--- config.mk ---
export PLATFORM = sky130hd
export DESIGN_NAME = demux1_3_stream
export DESIGN_NICKNAME = d
export VERILOG_FILES = /design/src/rtl/mux_pkg.sv /design/src/rtl/demux_out_slot.sv /design/src/rtl/demux1_3_stream.sv
export SDC_FILE = /design/constraint.sdc
export NUM_CORES = 1
export LEC_CHECK = 0
export ABC_AREA = 0
export BUFFER_PORTS_ARGS = -buffer_cell sky130_fd_sc_hd__buf_2
export CAP_MARGIN = 20
export CORE_ASPECT_RATIO = 0.5
export CORE_MARGIN = 5
export CORE_UTILIZATION = 35
export CTS_BUF_LIST = sky130_fd_sc_hd__clkbuf_2 sky130_fd_sc_hd__clkbuf_4 sky130_fd_sc_hd__clkbuf_8
export CTS_CLUSTER_SIZE = 8
export DETAILED_ROUTE_END_ITERATION = 12
export GPL_ROUTABILITY_DRIVEN = 0
export GPL_TIMING_DRIVEN = 0
export PLACE_DENSITY_LB_ADDON = 0.15
export SLEW_MARGIN = 20
export SYNTH_ARGS = -nofsm -noshare
export SYNTH_HDL_FRONTEND = slang
export SYNTH_HIERARCHICAL = 1
export SYNTH_SLANG_ARGS = --single-unit
--- constraint.sdc ---
create_clock -name clk -period 5.15 [get_ports clk]
set_input_delay 1.03 -clock clk [delete_from_list [all_inputs] [get_ports clk]]
set_output_delay 1.03 -clock clk [all_outputs]
set_load 0.05 [all_outputs]
--- src/rtl/mux_pkg.sv ---
// Shared definitions for the stream mux/demux family: channel index type,
// channel constants, select decode and the round-robin pointer states.
package mux_pkg;

    typedef logic [1:0] chan_t;

    localparam chan_t CH0 = 2'd0;
    localparam chan_t CH1 = 2'd1;
    localparam chan_t CH2 = 2'd2;

    // Round-robin pointer states; encoding 2'b11 is unused and recovers to RrCh0.
    typedef enum logic [1:0] {
        RrCh0 = 2'd0,
        RrCh1 = 2'd1,
        RrCh2 = 2'd2
    } rr_state_t;

    // Select decode shared with the 3:1 mux: 00 -> ch0, 01 -> ch1, 1x -> ch2.
    function automatic chan_t sel_to_chan(input logic [1:0] sel);
        chan_t chan;
        if (sel[1]) begin
            chan = CH2;
        end else if (sel[0]) begin
            chan = CH1;
        end else begin
            chan = CH0;
        end
        return chan;
    endfunction

endpackage

--- src/rtl/demux_out_slot.sv ---
// One-entry output register for a single demux channel with valid/ready drain.
module demux_out_slot #(
    parameter int unsigned WIDTH = 8
) (
    input  logic             clk,
    input  logic             rst_n,
    input  logic             load,
    input  logic [WIDTH-1:0] load_data,
    input  logic             ready,
    output logic [WIDTH-1:0] data,
    output logic             valid
);

    // Load wins over drain so a word can pass through a draining slot.
    always_ff @(posedge clk or negedge rst_n) begin
        if (!rst_n) begin
            data  <= '0;
            valid <= 1'b0;
        end else if (load) begin
            data  <= load_data;
            valid <= 1'b1;
        end else if (valid && ready) begin
            valid <= 1'b0;
        end
    end

endmodule

--- src/rtl/demux1_3_stream.sv ---
// 1-to-3 stream demultiplexer with select-code or round-robin routing and an
// independent one-entry output register per channel.
module demux1_3_stream
    import mux_pkg::*;
#(
    parameter int unsigned WIDTH = 8
) (
    input  logic               clk,
    input  logic               rst_n,
    input  logic [WIDTH-1:0]   in_data,
    input  logic [1:0]         in_sel,
    input  logic               in_valid,
    output logic               in_ready,
    input  logic               rr_en,
    output logic [3*WIDTH-1:0] out_data,
    output logic [2:0]         out_valid,
    input  logic [2:0]         out_ready
);

    rr_state_t rr_state;
    chan_t     rr_ptr;
    chan_t     target;
    logic      in_xfer;
    logic [2:0] load;

    assign in_xfer = in_valid & in_ready;

    // Round-robin pointer: advances only on an accepted word in round-robin mode.
    always_ff @(posedge clk or negedge rst_n) begin
        if (!rst_n) begin
            rr_state <= RrCh0;
        end else begin
            case (rr_state)
                RrCh0:   if (in_xfer && rr_en) rr_state <= RrCh1;
                RrCh1:   if (in_xfer && rr_en) rr_state <= RrCh2;
                RrCh2:   if (in_xfer && rr_en) rr_state <= RrCh0;
                default: rr_state <= RrCh0;
            endcase
        end
    end

    // Map pointer state to a channel; the unused encoding reads as ch0.
    always_comb begin
        rr_ptr = CH0;
        case (rr_state)
            RrCh1:   rr_ptr = CH1;
            RrCh2:   rr_ptr = CH2;
            default: rr_ptr = CH0;
        endcase
    end

    // Target channel, re-evaluated every cycle so a stalled word may be re-steered.
    always_comb begin
        target = rr_en ? rr_ptr : sel_to_chan(in_sel);
    end

    // Accept when the target slot is empty or draining this cycle.
    always_comb begin
        in_ready = 1'b0;
        case (target)
            CH0:     in_ready = !out_valid[0] | out_ready[0];
            CH1:     in_ready = !out_valid[1] | out_ready[1];
            CH2:     in_ready = !out_valid[2] | out_ready[2];
            default: in_ready = 1'b0;
        endcase
    end

    for (genvar k = 0; k < 3; k++) begin : g_slot
        localparam chan_t Ch = chan_t'(k);

        assign load[k] = in_xfer & (target == Ch);

        demux_out_slot #(
            .WIDTH(WIDTH)
        ) u_slot (
            .clk      (clk),
            .rst_n    (rst_n),
            .load     (load[k]),
            .load_data(in_data),
            .ready    (out_ready[k]),
            .data     (out_data[k*WIDTH +: WIDTH]),
            .valid    (out_valid[k])
        );
    end

endmodule

# After elaboration in Yosys (flattened, before gate mapping)

Index checks and enable logic that the tools add are counted.

Eq/ne operators: 7
Mux-type cells: 15
Bitwise logic cells: 7
Reduce and logical (&&, ||, !) cells: 13

Operator list:

| operator           | count |
|---|---|
| $mux 2             | 5 |
| $mux 1             | 7 |
| $ne 2x2->1 const B | 3 |
| $pmux 2 s3         | 1 |
| $reduce_bool 2->1  | 3 |
| $and 1x1->1        | 4 |
| $eq 2x1->1 const B | 2 |
| $eq 2x2->1 const B | 2 |
| $logic_and 1x1->1  | 4 |
| $logic_not 2->1    | 2 |
| $pmux 2 s2         | 1 |
| $logic_not 1->1    | 3 |
| $or 1x1->1         | 3 |
| $pmux 1 s3         | 1 |
| $reduce_and 3->1   | 1 |

Register bits after elaboration: 29
Input port bits: 17
Output and inout port bits: 28
Logic and storage cells: 49

# Depth between registers and ports, before layout

Gate-level depths: netlist (run 1).

Word-level depth: 9
Mapped depth: 7

# Cells and area by module

Netlist (run 1), hierarchy kept.

By module, submodules not included:

| module          | times used | cells an instance | area each (um^2) |
|---|---|---|---|
| demux_out_slot  | 3          | 20                | 369.1 |
| demux1_3_stream | 1          | 30                | 198.9 |

# Worst setup path before layout (run 1)

Ideal clock, no wire load.

Kind: input port to output port
Start: input port in_sel[1]
End: output port in_ready
Data arrival time: 1.989 ns
Slack: 2.131 ns
Stages on the path: 5
Path buffers: 0
Cell sequence: inv_1 o21ai_0 o21ai_0 and2_1 nand2_1

Longest elaborated chain between the ends: 4
Elaborated cells on any way between the ends: 6
Those cells by class: eq/ne (2); mux (3); reduce/logical (1)

RTL lines:

| element                            | line                  | RTL |
|---|---|---|
| from (decl)                        | demux1_3_stream.sv:11 | `input logic [1:0] in_sel,` |
| $mux 2 *                           | mux_pkg.sv:21         | `if (sel[1]) begin` |
| $mux 2 *                           | demux1_3_stream.sv:54 | `target = rr_en ? rr_ptr : sel_to_chan(in_sel);` |
| $eq 2x2->1 (tied with other cells) | demux1_3_stream.sv:60 | `case (target)` |
| $pmux 1 s3 *                       | demux1_3_stream.sv:60 |  |
| to (decl)                          | demux1_3_stream.sv:13 | `output logic in_ready,` |

Mark *: on every way between the ends. The rest lies on a longest branch, timed or not.

# Final worst setup path (run 1)

Start: input port rr_en
End: output port in_ready

Longest elaborated chain between the ends: 3
Elaborated cells on any way between the ends: 5
Those cells by class: eq/ne (2); mux (2); reduce/logical (1)

RTL lines:

| element                            | line                  | RTL |
|---|---|---|
| from (decl)                        | demux1_3_stream.sv:14 | `input logic rr_en,` |
| $mux 2 *                           | demux1_3_stream.sv:54 |  |
| $eq 2x2->1 (tied with other cells) | demux1_3_stream.sv:60 |  |
| $pmux 1 s3 *                       | demux1_3_stream.sv:60 |  |

Marks and branches as above.

==> qor.log, run 1 <==
INFO  worst_setup_path maximum_single_stage_delay_on_the_critical_path=0.32ns
INFO  grt            grt_max_degree=30
INFO  final_layout   final_cell_mix=sky130_fd_sc_hd__buf_2, sky130_fd_sc_hd__dfrtp_1, sky130_fd_sc_hd__mux2_4
INFO  placement      hpwl=1.90mm
INFO  detailed_routing vias_per_cell=4.43
INFO  cts            cts-buffers-inserted=5
INFO  worst_setup_path count_of_buffer_and_inverter_cells_on_the_critical_path=2
INFO  worst_setup_path cpMaxStageDelayCell=sky130_fd_sc_hd__o21ai_0
INFO  synth          synth_area=1310um^2
INFO  grt            first_global_vias=923
INFO  grt            use_met1=15.3%
INFO  cts            clk_transition_reported_paths=0.06ns
INFO  hold_path      whs_endpoint=g_slot[1].u_slot/data[3]
INFO  worst_setup_path end_kind=output port
INFO  grt            grt_pass1_wl=4.32mm
INFO  worst_setup_path worstReg2RegEnd=g_slot[2].u_slot/data[7]
INFO  worst_setup_path timing.rr.start=rr_state[0]
INFO  worst_setup_path worst_path_arrival_time=2.29ns
INFO  worst_setup_path crit_path_cell_trace=buf_2 > o21ai_0 > o21ai_0 > and2_1 > nand2_1 > buf_2
INFO  detailed_routing drt-initial-drc-count=20
INFO  sta            finalCriticalPeriod=3.32ns
INFO  cts            clk_latency=0.27ns
INFO  status         status=completed
INFO  final_layout   post_route_cells_drive_above_1_share=57.4%
INFO  final_layout   count_of_nets_after_finishing=158
INFO  grt            grt_util_all_layers=11.5%
INFO  grt            use_met3=5.11%
INFO  floorplan      starting_density_of_the_core=37.2%
INFO  worst_setup_path critPathRequiredTime=4.12ns
INFO  detailed_routing routed-via-count=850
INFO  sta            actual_transition_at_the_worst_max_transition_pin=0.632ns
INFO  worst_setup_path crit_family=compound AO/OA/AOI/OAI gates
INFO  synth          post-synth-top-area-fraction=55.6%
INFO  sta            finalHoldViolCount=0
INFO  final_layout   n_fill_cell=334
INFO  synth          leading_area_contributor_after_synthesis=sky130_fd_sc_hd__dfrtp_1
INFO  sta            timing.clock.skew=0.00286ns
INFO  floorplan      i_o_pin_total=45
INFO  grt            grt-busiest-layer=met2
INFO  detailed_routing drt_drc_violations_left=0
INFO  grt            antenna_found_initial=0
INFO  floorplan      placement_rows=15
INFO  placement      port-buffer-count=44
INFO  synth          synth.net_count=107
INFO  detailed_routing detail_route.first_pass.iterations=2
INFO  cts            cts.htree.levels=2
INFO  sta            setup_repair_after_global_routing_missed_its_margin=false
INFO  cts            clock-sinks=29
INFO  worst_setup_path setup.worst_path.start_class=input pin
INFO  worst_setup_path criticalPathCategory=in2out
INFO  floorplan      floorplan.die.width=96.4um
INFO  final_layout   layout_commonest_cell=sky130_fd_sc_hd__buf_2
INFO  sta            setup_violations_final=0
INFO  grt            grt_use_met2=17.1%
INFO  floorplan      floorplan.die_area=5130um^2
INFO  hold_path      hold-path-cell-count=1
INFO  cts            cts_tree=yes
INFO  worst_setup_path path_max_fanout=5
INFO  synth          yosys_warnings=6
INFO  hold_path      hold_path_class=reg2reg
INFO  synth          netlist_top_cells_area=sky130_fd_sc_hd__dfrtp_1, sky130_fd_sc_hd__mux2_4, sky130_fd_sc_hd__inv_1
INFO  synth          postSynthRegisterBits=29
INFO  sta            clock.fmax=301MHz
INFO  synth          post_synth.cell_area_avg=14.5um^2
INFO  cts            postCtsSetupBuffers=0
INFO  floorplan      core-area=3510um^2
INFO  sta            slew_headroom=57.9%
INFO  detailed_routing ant_nets=0
INFO  hold_path      hold_startpoint=g_slot[1].u_slot/data[3]
INFO  cts            root_buffer=sky130_fd_sc_hd__clkbuf_8
INFO  final_layout   synthToLayoutAreaGrowth=28.6%
INFO  final_layout   insertedDiodeCount=0
INFO  cts            ctsLongestPathBuffers=2
INFO  synth          synth_seq_area_share=55.6%
INFO  sta            report.final.slew_viol_count=0
INFO  detailed_routing finalWirelength=2.66mm
INFO  synth          yosys.cell_types.count=18
INFO  detailed_routing drt-wirelength-per-cell=13.8um
INFO  run            drv_cap=0
INFO  sta            period_share=64.4%
INFO  cts            cts.repair.resized=0
INFO  floorplan      dieHeight=53.2um
INFO  worst_setup_path timing.reg2reg.worst_path_depth=7
INFO  grt            grt_overflow_total=0
INFO  sta            fin_tns_setup=0ns
INFO  synth          syn-instance-count=90
INFO  worst_setup_path ff2ff_setup_slack=3.18ns
INFO  cts            cts_hold_buf=0
==> sequential cells by signal (all words and copies together) (netlist names) <==
signal / cells
rr_state: 2
g_slot.u_slot/valid: 3
g_slot.u_slot/data: 24
==> how the worst max path moves through the flow <==
stage / slack [ns] / cells after the start / to / start
final: 1.83 / 6 / in_ready / rr_en
after detailed placement: 1.85 / 6 / in_ready / rr_en
after floorplan: 2.13 / 5 / in_ready / in_sel[1]
after global placement: 1.83 / 6 / in_ready / rr_en
after CTS: 1.84 / 6 / in_ready / rr_en
after global routing: 1.71 / 7 / in_ready / in_sel[1]
==> synth_stat cells <==
library cell,instances
sky130_fd_sc_hd__a21oi_1,1
sky130_fd_sc_hd__buf_6,3
sky130_fd_sc_hd__inv_1,10
sky130_fd_sc_hd__nor2_1,3
sky130_fd_sc_hd__dfrtp_1,29
sky130_fd_sc_hd__nor3b_1,1
sky130_fd_sc_hd__mux2_1,1
sky130_fd_sc_hd__o21ai_0,3
sky130_fd_sc_hd__a21o_1,1
sky130_fd_sc_hd__nand2_1,4
sky130_fd_sc_hd__a31oi_1,2
sky130_fd_sc_hd__mux2_4,24
sky130_fd_sc_hd__a21o_2,3
sky130_fd_sc_hd__nor2b_1,1
sky130_fd_sc_hd__o32ai_1,1
sky130_fd_sc_hd__and2_1,1
sky130_fd_sc_hd__nand3b_1,1
sky130_fd_sc_hd__a211o_1,1
==> cells by family after synthesis <==
group / count (synthesis) / share of synthesized area (%)
buf+inv: 13 / 5.46
flops: 29 / 55.6
simple gates: 11 / 4.12
mux: 25 / 28.4
compound gates: 12 / 6.42
==> metrics by stage <==
step                      cells  util [%]  worst slack [ns]  hold WS [ns]  area, um^2
final                       192      47.9              1.83         0.507        1680
after global routing        192      47.9              1.71         0.523        1680
after CTS                   192      47.9              1.84         0.507        1680
after detailed placement    185      45.3              1.85         0.489        1590
after global placement      185      45.3              1.83         0.489        1590
after floorplan              90         -              2.13         0.472        1310
==> final cells by class <==
type	count	area (um^2)	share of cell area [%]
buffer	3	33.8	2.01
clock buffer	7	90.1	5.36
inverter	10	37.5	2.23
multi-input combinational	48	509	30.3
sequential	29	726	43.2
tap	51	63.8	3.80
timing repair buffer	44	220	13.1
==> layer usage <==
layer | wire length, um | part of all wire (%)
met1 | 1270 | 48
met2 | 1200 | 45
met3 | 164 | 6.2
met4 | 21 | 0.79
met5 | 0 | 0
Power of run 1 is not shown: default switching activity piles up to over one toggle a cycle in this logic, so the estimate is an artifact.
==> run 2, diff against run 1 <==
ABC_AREA = 1   (was 0)
clock period = 3.37 ns   (was 5.15 ns; I/O delays follow)
==> run 2 against run 1 <==
  * Critical path depth up 3
  * Utilization fell by 0.26 points
  * Largest cell class unchanged
  * Final cell count up 33%
==> qor.log, run 2 <==
INFO  final_layout   count_of_nets_after_finishing=221 [+40%]
INFO  grt            grt_max_degree=30 [unchanged]
INFO  power_and_ir_drop sw_share=52.6%
INFO  placement      post-place-ws=1.10ns [-0.746 ns]
INFO  status         status=completed
INFO  grt            first_global_vias=1040 [+13%]
INFO  placement      hpwl=2.11mm [+11%]
INFO  detailed_routing vias_per_cell=4.28 [-3.3%]
INFO  synth          synth.net_count=170 [+59%]
INFO  power_and_ir_drop internal-power=0.000906W
INFO  cts            clock-sinks=29 [unchanged]
INFO  synth          synth-async-reset-ratio=100% [unchanged]
INFO  sta            setup_violations_final=0 [unchanged]
INFO  sta            finalHoldViolCount=0 [unchanged]
INFO  synth          post_synth.cell_area_avg=8.11um^2 [-44%]
INFO  cts            postCtsSetupBuffers=0 [unchanged]
INFO  synth          synth_seq_area_share=58.5% [+2.9 points]
INFO  sta            period_share=67.2%
INFO  worst_setup_path critPathCapture=in_ready
INFO  sta            slew_headroom=56.5% [-1.4 points]
INFO  detailed_routing routed-via-count=1096 [+29%]
INFO  power_and_ir_drop p_comb_share=52.4%
INFO  sta            timing.clock.skew=0.00519ns [+0.00232 ns]
INFO  detailed_routing drt_drc_violations_left=0 [unchanged]
INFO  synth          synth_most_common_cell=sky130_fd_sc_hd__nand2_1
INFO  worst_setup_path timing.reg2reg.worst_path_depth=13 [+6]
INFO  worst_setup_path end_kind=output port
INFO  placement      placed_cell_area=1530um^2 [-4.1%]
INFO  placement      port-buffer-count=44 [unchanged]
INFO  cts            cts_hold_buf=0 [unchanged]
INFO  sta            hold-worst-slack=0.416ns [-0.0906 ns]
INFO  synth          top_cells_by_instance_count_after_synthesis=sky130_fd_sc_hd__nand2_1, sky130_fd_sc_hd__dfrtp_1, sky130_fd_sc_hd__inv_1, sky130_fd_sc_hd__nor2_1
INFO  synth          yosys.cell_types.count=11 [-7]
INFO  synth          synth_compound_area_share=0.806% [-5.6 points]
INFO  synth          leading_area_contributor_after_synthesis=sky130_fd_sc_hd__dfrtp_1
INFO  worst_setup_path cpMostUsedCell=sky130_fd_sc_hd__nand2_1
INFO  detailed_routing ant_nets=0 [unchanged]
INFO  worst_setup_path cpMaxStageDelayCell=sky130_fd_sc_hd__buf_2
INFO  grt            grt_pass1_wl=4.80mm [+11%]
INFO  synth          synth_fa_ha_area_share=0% [unchanged]
INFO  cts            cts-buffers-inserted=5 [unchanged]
INFO  cts            cts.repair.resized=0 [unchanged]
INFO  worst_setup_path worst_path_arrival_time=1.59ns [-0.70 ns]
INFO  worst_setup_path critPathRequiredTime=2.70ns [-1.42 ns]
INFO  sta            clock.fmax=442MHz
INFO  synth          synth_edf_count=0 [unchanged]
INFO  floorplan      starting_density_of_the_core=36.3% [-0.88 points]
INFO  power_and_ir_drop pwr_density_cell=1170nW/um^2
INFO  power_and_ir_drop pwr-share-clk=16.5%
INFO  run            drv_cap=0 [unchanged]
INFO  sta            actual_transition_at_the_worst_max_transition_pin=0.653ns [+0.0208 ns]
INFO  worst_setup_path crit_path_cell_trace=buf_2 > nor2_1 > nand2_1 > nand2_2 > nand2_1 > nand2_1 > inv_2 > nand2_2 > buf_2
INFO  synth          synth_area=1240um^2 [-5.0%]
INFO  floorplan      i_o_pin_total=45 [unchanged]
INFO  hold_path      hold_path_class=in2async
INFO  detailed_routing drt-initial-drc-count=49 [+150%]
INFO  cts            cts_tree=yes
INFO  floorplan      floorplan.die.width=94.2um [-2.3%]
INFO  worst_setup_path timing.rr.start=rr_state[1]
INFO  final_layout   synthToLayoutAreaGrowth=31.0%
INFO  worst_setup_path path_max_fanout=7 [+2]
INFO  power_and_ir_drop total_switching_power=0.00100W
INFO  floorplan      floorplan.die_area=4910um^2 [-4.3%]
INFO  sta            setup_repair_after_global_routing_missed_its_margin=false
INFO  floorplan      core-area=3420um^2 [-2.7%]
INFO  detailed_routing detail_route.first_pass.iterations=4 [+2]
INFO  synth          ys_dominant_reg_cell=sky130_fd_sc_hd__dfrtp_1
INFO  synth          syn-instance-count=153 [+70%]
INFO  worst_setup_path maximum_single_stage_delay_on_the_critical_path=0.27ns [-0.05 ns]
INFO  detailed_routing finalWirelength=2.86mm [+7.4%]
INFO  grt            grt_util_all_layers=13.3% [+1.8 points]
INFO  floorplan      placement_rows=15 [unchanged]
INFO  cts            cts.htree.levels=2 [unchanged]
INFO  synth          synth_top_family_by_area=simple AND/OR/NAND/NOR gates
INFO  worst_setup_path ff2ff_setup_slack=1.69ns [-1.49 ns]
INFO  sta            worst_slack=1.11ns [-0.727 ns]
INFO  final_layout   largest-register=g_slot.u_slot/data
INFO  sta            report.final.slew_viol_count=0 [unchanged]
INFO  sta            finalCriticalPeriod=2.26ns
INFO  synth          synth_simple_gate_area_share=34.1% [+30 points]
INFO  synth          yosys_warnings=6 [unchanged]
INFO  grt            grt_overflow_total=0 [unchanged]
INFO  power_and_ir_drop leakage=0.972nW
INFO  synth          yosys.area_share.xor_xnor=0% [unchanged]
INFO  synth          netlist_top_cells_area=sky130_fd_sc_hd__dfrtp_1, sky130_fd_sc_hd__nand2_1, sky130_fd_sc_hd__inv_1
INFO  cts            clk_transition_reported_paths=0.06ns [about the same]
INFO  final_layout   flip_flop_count_of_the_largest_register_after_layout=24 [unchanged]
INFO  synth          postSynthRegisterBits=29 [unchanged]
INFO  synth          post-synth-top-area-fraction=58.5% [+2.9 points]
INFO  grt            antenna_found_initial=0 [unchanged]
INFO  final_layout   post_route_cells_drive_above_1_share=31.2% [-26 points]
INFO  worst_setup_path setup.worst_path.start_class=input pin
INFO  final_layout   largest_registers=g_slot.u_slot/data (24), g_slot.u_slot/valid (3), rr_state (2)
INFO  cts            root_buffer=sky130_fd_sc_hd__clkbuf_8
INFO  sta            fin_tns_setup=0ns [unchanged]
INFO  detailed_routing drt-wirelength-per-cell=11.2um [-19%]
INFO  power_and_ir_drop pwr-share-seq=31.0%
INFO  worst_setup_path worstReg2RegEnd=g_slot[2].u_slot/data[6]
INFO  final_layout   final_cell_mix=sky130_fd_sc_hd__nand2_1, sky130_fd_sc_hd__buf_2, sky130_fd_sc_hd__dfrtp_1
INFO  power_and_ir_drop peakVddDrop=0.436mV
INFO  cts            ctsLongestPathBuffers=2 [unchanged]
INFO  cts            clk_latency=0.28ns [about the same]
INFO  final_layout   post-route-cell-area=1630um^2 [-3.2%]
INFO  floorplan      dieHeight=52.1um [-2.0%]
INFO  worst_setup_path worst_setup_path_startpoint=rr_en
INFO  final_layout   layout_commonest_cell=sky130_fd_sc_hd__nand2_1
INFO  final_layout   layout.core_utilization=47.6% [-0.26 points]
INFO  final_layout   insertedDiodeCount=0 [unchanged]
INFO  synth          yosys-mux-area-fraction=0% [-28 points]
INFO  worst_setup_path criticalPathCategory=in2out
-- run 2: critical path, delay by kind of cell --
family / cells / cell delay, ns
buffers and inverters: 3 / 0.44
and+or+nand+nor: 6 / 0.47
-- run 2: kinds of logic (layout without fill, tap and decap cells) --
kind of cell           count (synthesis)  count (layout)
AOI/OAI and AO/OA                      2               2
buffers and inverters                 16              68
DFF                                   29              29
and+or+nand+nor                      106             106
-- run 2: power by group through the flow --
stage | Sequential, W | Clock [W] | Combinational (W)
6_report | 0.000593 | 0.000316 | 0.00100
4_1_cts | 0.000595 | 0.000325 | 0.00101
5_1_grt | 0.000618 | 0.000340 | 0.00108
3_5_place_dp | 0.000599 | 0 | 0.00101
3_3_place_gp | 0.000599 | 0 | 0.00100
2_1_floorplan | 0.00114 | 0 | 0.000230
-- run 2: layer usage --
layer	global-route usage [%]	vias to the layer above	part of all wire, %
met3	4.34	5	6.5
li1	-	559	-
met4	8.63	0	1.6
met1	15.6	504	45
met5	0	-	0
met2	21.4	28	47
-- run 2: worst min path at each step --
stage                                    end  depth (start not counted)                     start
detailed placement  g_slot[1].u_slot/data[3]                          2  g_slot[1].u_slot/data[3]
finish              g_slot[0].u_slot/data[1]                          1                     rst_n
global route        g_slot[0].u_slot/data[1]                          1                     rst_n
global placement    g_slot[0].u_slot/data[1]                          2  g_slot[0].u_slot/data[1]
floorplan           g_slot[0].u_slot/data[0]                          0                     rst_n
CTS                 g_slot[0].u_slot/data[1]                          1                     rst_n
-- run 2: layout make-up --
class / count / area, um^2
fill: 374 / 1790
sequential: 29 / 726
multi-input combinational: 108 / 433
timing repair buffer: 44 / 220
clock buffer: 7 / 96.3
tap: 51 / 63.8
inverter: 13 / 48.8
buffer: 3 / 33.8
clock inverter: 1 / 5.00
-- run 2: stage by stage --
| stage | total power [W] | instances |
|---|---|---|
| after floorplan | 0.00137 | 153 |
| after global placement | 0.00160 | 248 |
| after detailed placement | 0.00161 | 248 |
| after CTS | 0.00194 | 256 |
| after global routing | 0.00203 | 256 |
| final | 0.00191 | 256 |
Note: power is estimated with default switching activity, not from simulation.
==> run 3, diff against run 2 <==
clock period = 1.9 ns   (was 3.37 ns; I/O delays follow)
==> run 3 against run 2 <==
  * Clock power is 77% higher
  * Wire length hardly changed
  * Largest cell class unchanged
  * Global-route usage stayed put
  * Worst setup slack worse by 1.0 ns
  * Register-to-register slack worse by 1.5 ns
  * Sequential cell count stayed put
==> qor.log, run 3 (same netlist as run 2, synthesis figures left out) <==
INFO  status         status=completed
INFO  final_layout   multiInputGateArea=433um^2 [unchanged]
INFO  floorplan      floorplan.die.width=94.2um [unchanged]
INFO  floorplan      core-area=3420um^2 [unchanged]
INFO  cts            cts_tree=yes
INFO  placement      port-buffer-count=44 [unchanged]
INFO  sta            period_share=95.2%
INFO  placement      placed_cell_area=1530um^2 [unchanged]
INFO  worst_setup_path setup.worst_path.start_class=flip-flop
INFO  cts            clk_latency=0.28ns [about the same]
INFO  worst_setup_path timing.reg2reg.worst_path_depth=13 [unchanged]
INFO  cts            clock-sinks=29 [unchanged]
INFO  detailed_routing vias_per_cell=4.28 [unchanged]
INFO  worst_setup_path ff2ff_setup_slack=0.22ns [-1.47 ns]
INFO  floorplan      placement_rows=15 [unchanged]
INFO  worst_setup_path end_kind=output port
INFO  final_layout   insertedDiodeCount=0 [unchanged]
INFO  detailed_routing routed-via-count=1096 [unchanged]
INFO  cts            cts_hold_buf=0 [unchanged]
INFO  final_layout   layout_commonest_cell=sky130_fd_sc_hd__nand2_1
INFO  grt            antenna_found_initial=0 [unchanged]
INFO  sta            slew_headroom=56.5% [unchanged]
INFO  final_layout   synthToLayoutAreaGrowth=31.2%
INFO  grt            grt_overflow_total=0 [unchanged]
INFO  detailed_routing drt_drc_violations_left=0 [unchanged]
INFO  sta            fin_tns_setup=0ns [unchanged]
INFO  run            drv_cap=0 [unchanged]
INFO  final_layout   n_fill_cell=373 [-0.27%]
INFO  cts            ctsLongestPathBuffers=2 [unchanged]
INFO  detailed_routing detail_route.first_pass.iterations=4 [unchanged]
INFO  grt            grt_pass1_wl=4.80mm [unchanged]
INFO  floorplan      starting_density_of_the_core=36.3% [unchanged]
INFO  worst_setup_path worstReg2RegEnd=g_slot[2].u_slot/data[6]
INFO  worst_setup_path worst_path_arrival_time=1.43ns [-0.16 ns]
INFO  final_layout   post_route_cells_drive_above_1_share=31.2% [unchanged]
INFO  power_and_ir_drop pwr_density_cell=2080nW/um^2 [+77%]
INFO  worst_setup_path cpMaxStageDelayCell=sky130_fd_sc_hd__dfrtp_1
INFO  cts            postCtsSetupBuffers=0 [unchanged]
INFO  final_layout   count_of_nets_after_finishing=221 [unchanged]
INFO  power_and_ir_drop leakage=0.973nW [+0.13%]
INFO  final_layout   final_cell_mix=sky130_fd_sc_hd__nand2_1, sky130_fd_sc_hd__buf_2, sky130_fd_sc_hd__dfrtp_1
INFO  detailed_routing ant_nets=0 [unchanged]
INFO  sta            clock.fmax=553MHz
INFO  floorplan      i_o_pin_total=45 [unchanged]
INFO  worst_setup_path timing.rr.start=rr_state[1]
INFO  worst_setup_path critPathRequiredTime=1.52ns [-1.18 ns]
INFO  hold_path      hold_path_class=in2async
INFO  sta            setup_violations_final=0 [unchanged]
INFO  cts            root_buffer=sky130_fd_sc_hd__clkbuf_8
INFO  final_layout   largest_registers=g_slot.u_slot/data (24), g_slot.u_slot/valid (3), rr_state (2)
INFO  sta            finalHoldViolCount=0 [unchanged]
INFO  cts            cts.htree.levels=2 [unchanged]
INFO  detailed_routing finalWirelength=2.86mm [about the same]
INFO  worst_setup_path criticalPathCategory=reg2out
INFO  detailed_routing drt-wirelength-per-cell=11.2um [about the same]
INFO  worst_setup_path crit_path_cell_trace=inv_1 > nand3_1 > nand2_2 > nand2_1 > nand2_1 > inv_2 > nand2_2 > buf_4
INFO  grt            first_global_vias=1040 [unchanged]
INFO  cts            clk_transition_reported_paths=0.06ns [about the same]
INFO  detailed_routing drt-initial-drc-count=49 [unchanged]
INFO  grt            grt_util_all_layers=13.3% [unchanged]
INFO  final_layout   flip_flop_count_of_the_largest_register_after_layout=24 [unchanged]
INFO  sta            setup_repair_after_global_routing_missed_its_margin=false
INFO  sta            report.final.slew_viol_count=0 [unchanged]
INFO  worst_setup_path path_max_fanout=5 [-2]
INFO  grt            grt_max_degree=30 [unchanged]
INFO  cts            cts-buffers-inserted=5 [unchanged]
INFO  power_and_ir_drop peakVddDrop=0.773mV [+77%]
INFO  final_layout   post-route-cell-area=1630um^2 [+0.15%]
INFO  final_layout   largest-register=g_slot.u_slot/data
INFO  sta            finalCriticalPeriod=1.81ns
INFO  sta            actual_transition_at_the_worst_max_transition_pin=0.653ns [unchanged]
INFO  placement      hpwl=2.11mm [unchanged]
INFO  worst_setup_path maximum_single_stage_delay_on_the_critical_path=0.40ns [+0.13 ns]
INFO  floorplan      dieHeight=52.1um [unchanged]
INFO  sta            timing.clock.skew=0.00519ns [unchanged]
INFO  final_layout   area.sequential=726um^2 [unchanged]
INFO  floorplan      floorplan.die_area=4910um^2 [unchanged]
[run 3: cell count changes in the layout (fill, tap and decap cells not counted)]
| cell | before | now |
|---|---|---|
| sky130_fd_sc_hd__buf_2 | 44 | 43 |
| sky130_fd_sc_hd__buf_4 | 0 | 1 |
[run 3: worst max path at each step]
stage                                 startpoint                        to  slack, ns  cells after the start
after global routing                 rr_state[1]                  in_ready      0.002                      8
after floorplan           g_slot[2].u_slot/valid  g_slot[1].u_slot/data[0]       0.14                     11
after CTS                            rr_state[1]                  in_ready       0.01                      8
final                                rr_state[1]                  in_ready       0.09                      8
after global placement                     rr_en  g_slot[2].u_slot/data[7]       0.14                     13
after detailed placement                   rr_en  g_slot[2].u_slot/data[6]       0.12                     14
[run 3: metrics by stage]
| step | hold slack [ns] | power, W | setup slack, ns | cells | utilization (%) |
|---|---|---|---|---|---|
| detailed placement | 0.449 | 0.00286 | 0.123 | 248 | 44.7 |
| CTS | 0.142 | 0.00343 | 0.0100 | 256 | 47.6 |
| finish | 0.122 | 0.00339 | 0.0913 | 256 | 47.7 |
| floorplan | 0.0844 | 0.00243 | 0.142 | 153 | - |
| global placement | 0.444 | 0.00284 | 0.138 | 248 | 44.7 |
| global route | 0.184 | 0.00361 | 0.00162 | 256 | 47.7 |
[run 3: report_power, final]
part	internal, W	leakage, nW	switching, W	total, W
clock network	0.000327	0.0542	0.000233	0.000560
logic	0.000381	0.555	0.00140	0.00178
registers	0.000905	0.363	0.000146	0.00105
[run 3: repair_timing]
| item | CTS | global route |
|---|---|---|
| endpoints found under the setup margin | 0 | 1 |
| gates resized for setup | 0 | 2 |
| endpoints found under the hold margin | 0 | 0 |
[run 3: routing by layer]
layer  GRT usage, %  vias up  part of all wire [%]
li1               -      559                     -
met1           15.6      504                    45
met2           21.4       28                    47
met3           4.34        5                   6.5
met4           8.63        0                   1.6
met5              0        -                     0
[run 3: area by class of cell]
type	instances	area share [%]
inverters	13	3.00
clock buffers	7	5.91
well taps	51	3.92
repair buffers	44	13.7
multi-input cells	108	26.6
clock inverters	1	0.307
plain buffers	3	2.07
flip-flops and latches	29	44.5
[run 3: worst max-delay path: cells and delay by family, from the launching register on]
kind,cells,cell delay (ns)
buf+inv,3,0.32
simple gates,5,0.41
flops,1,0.40
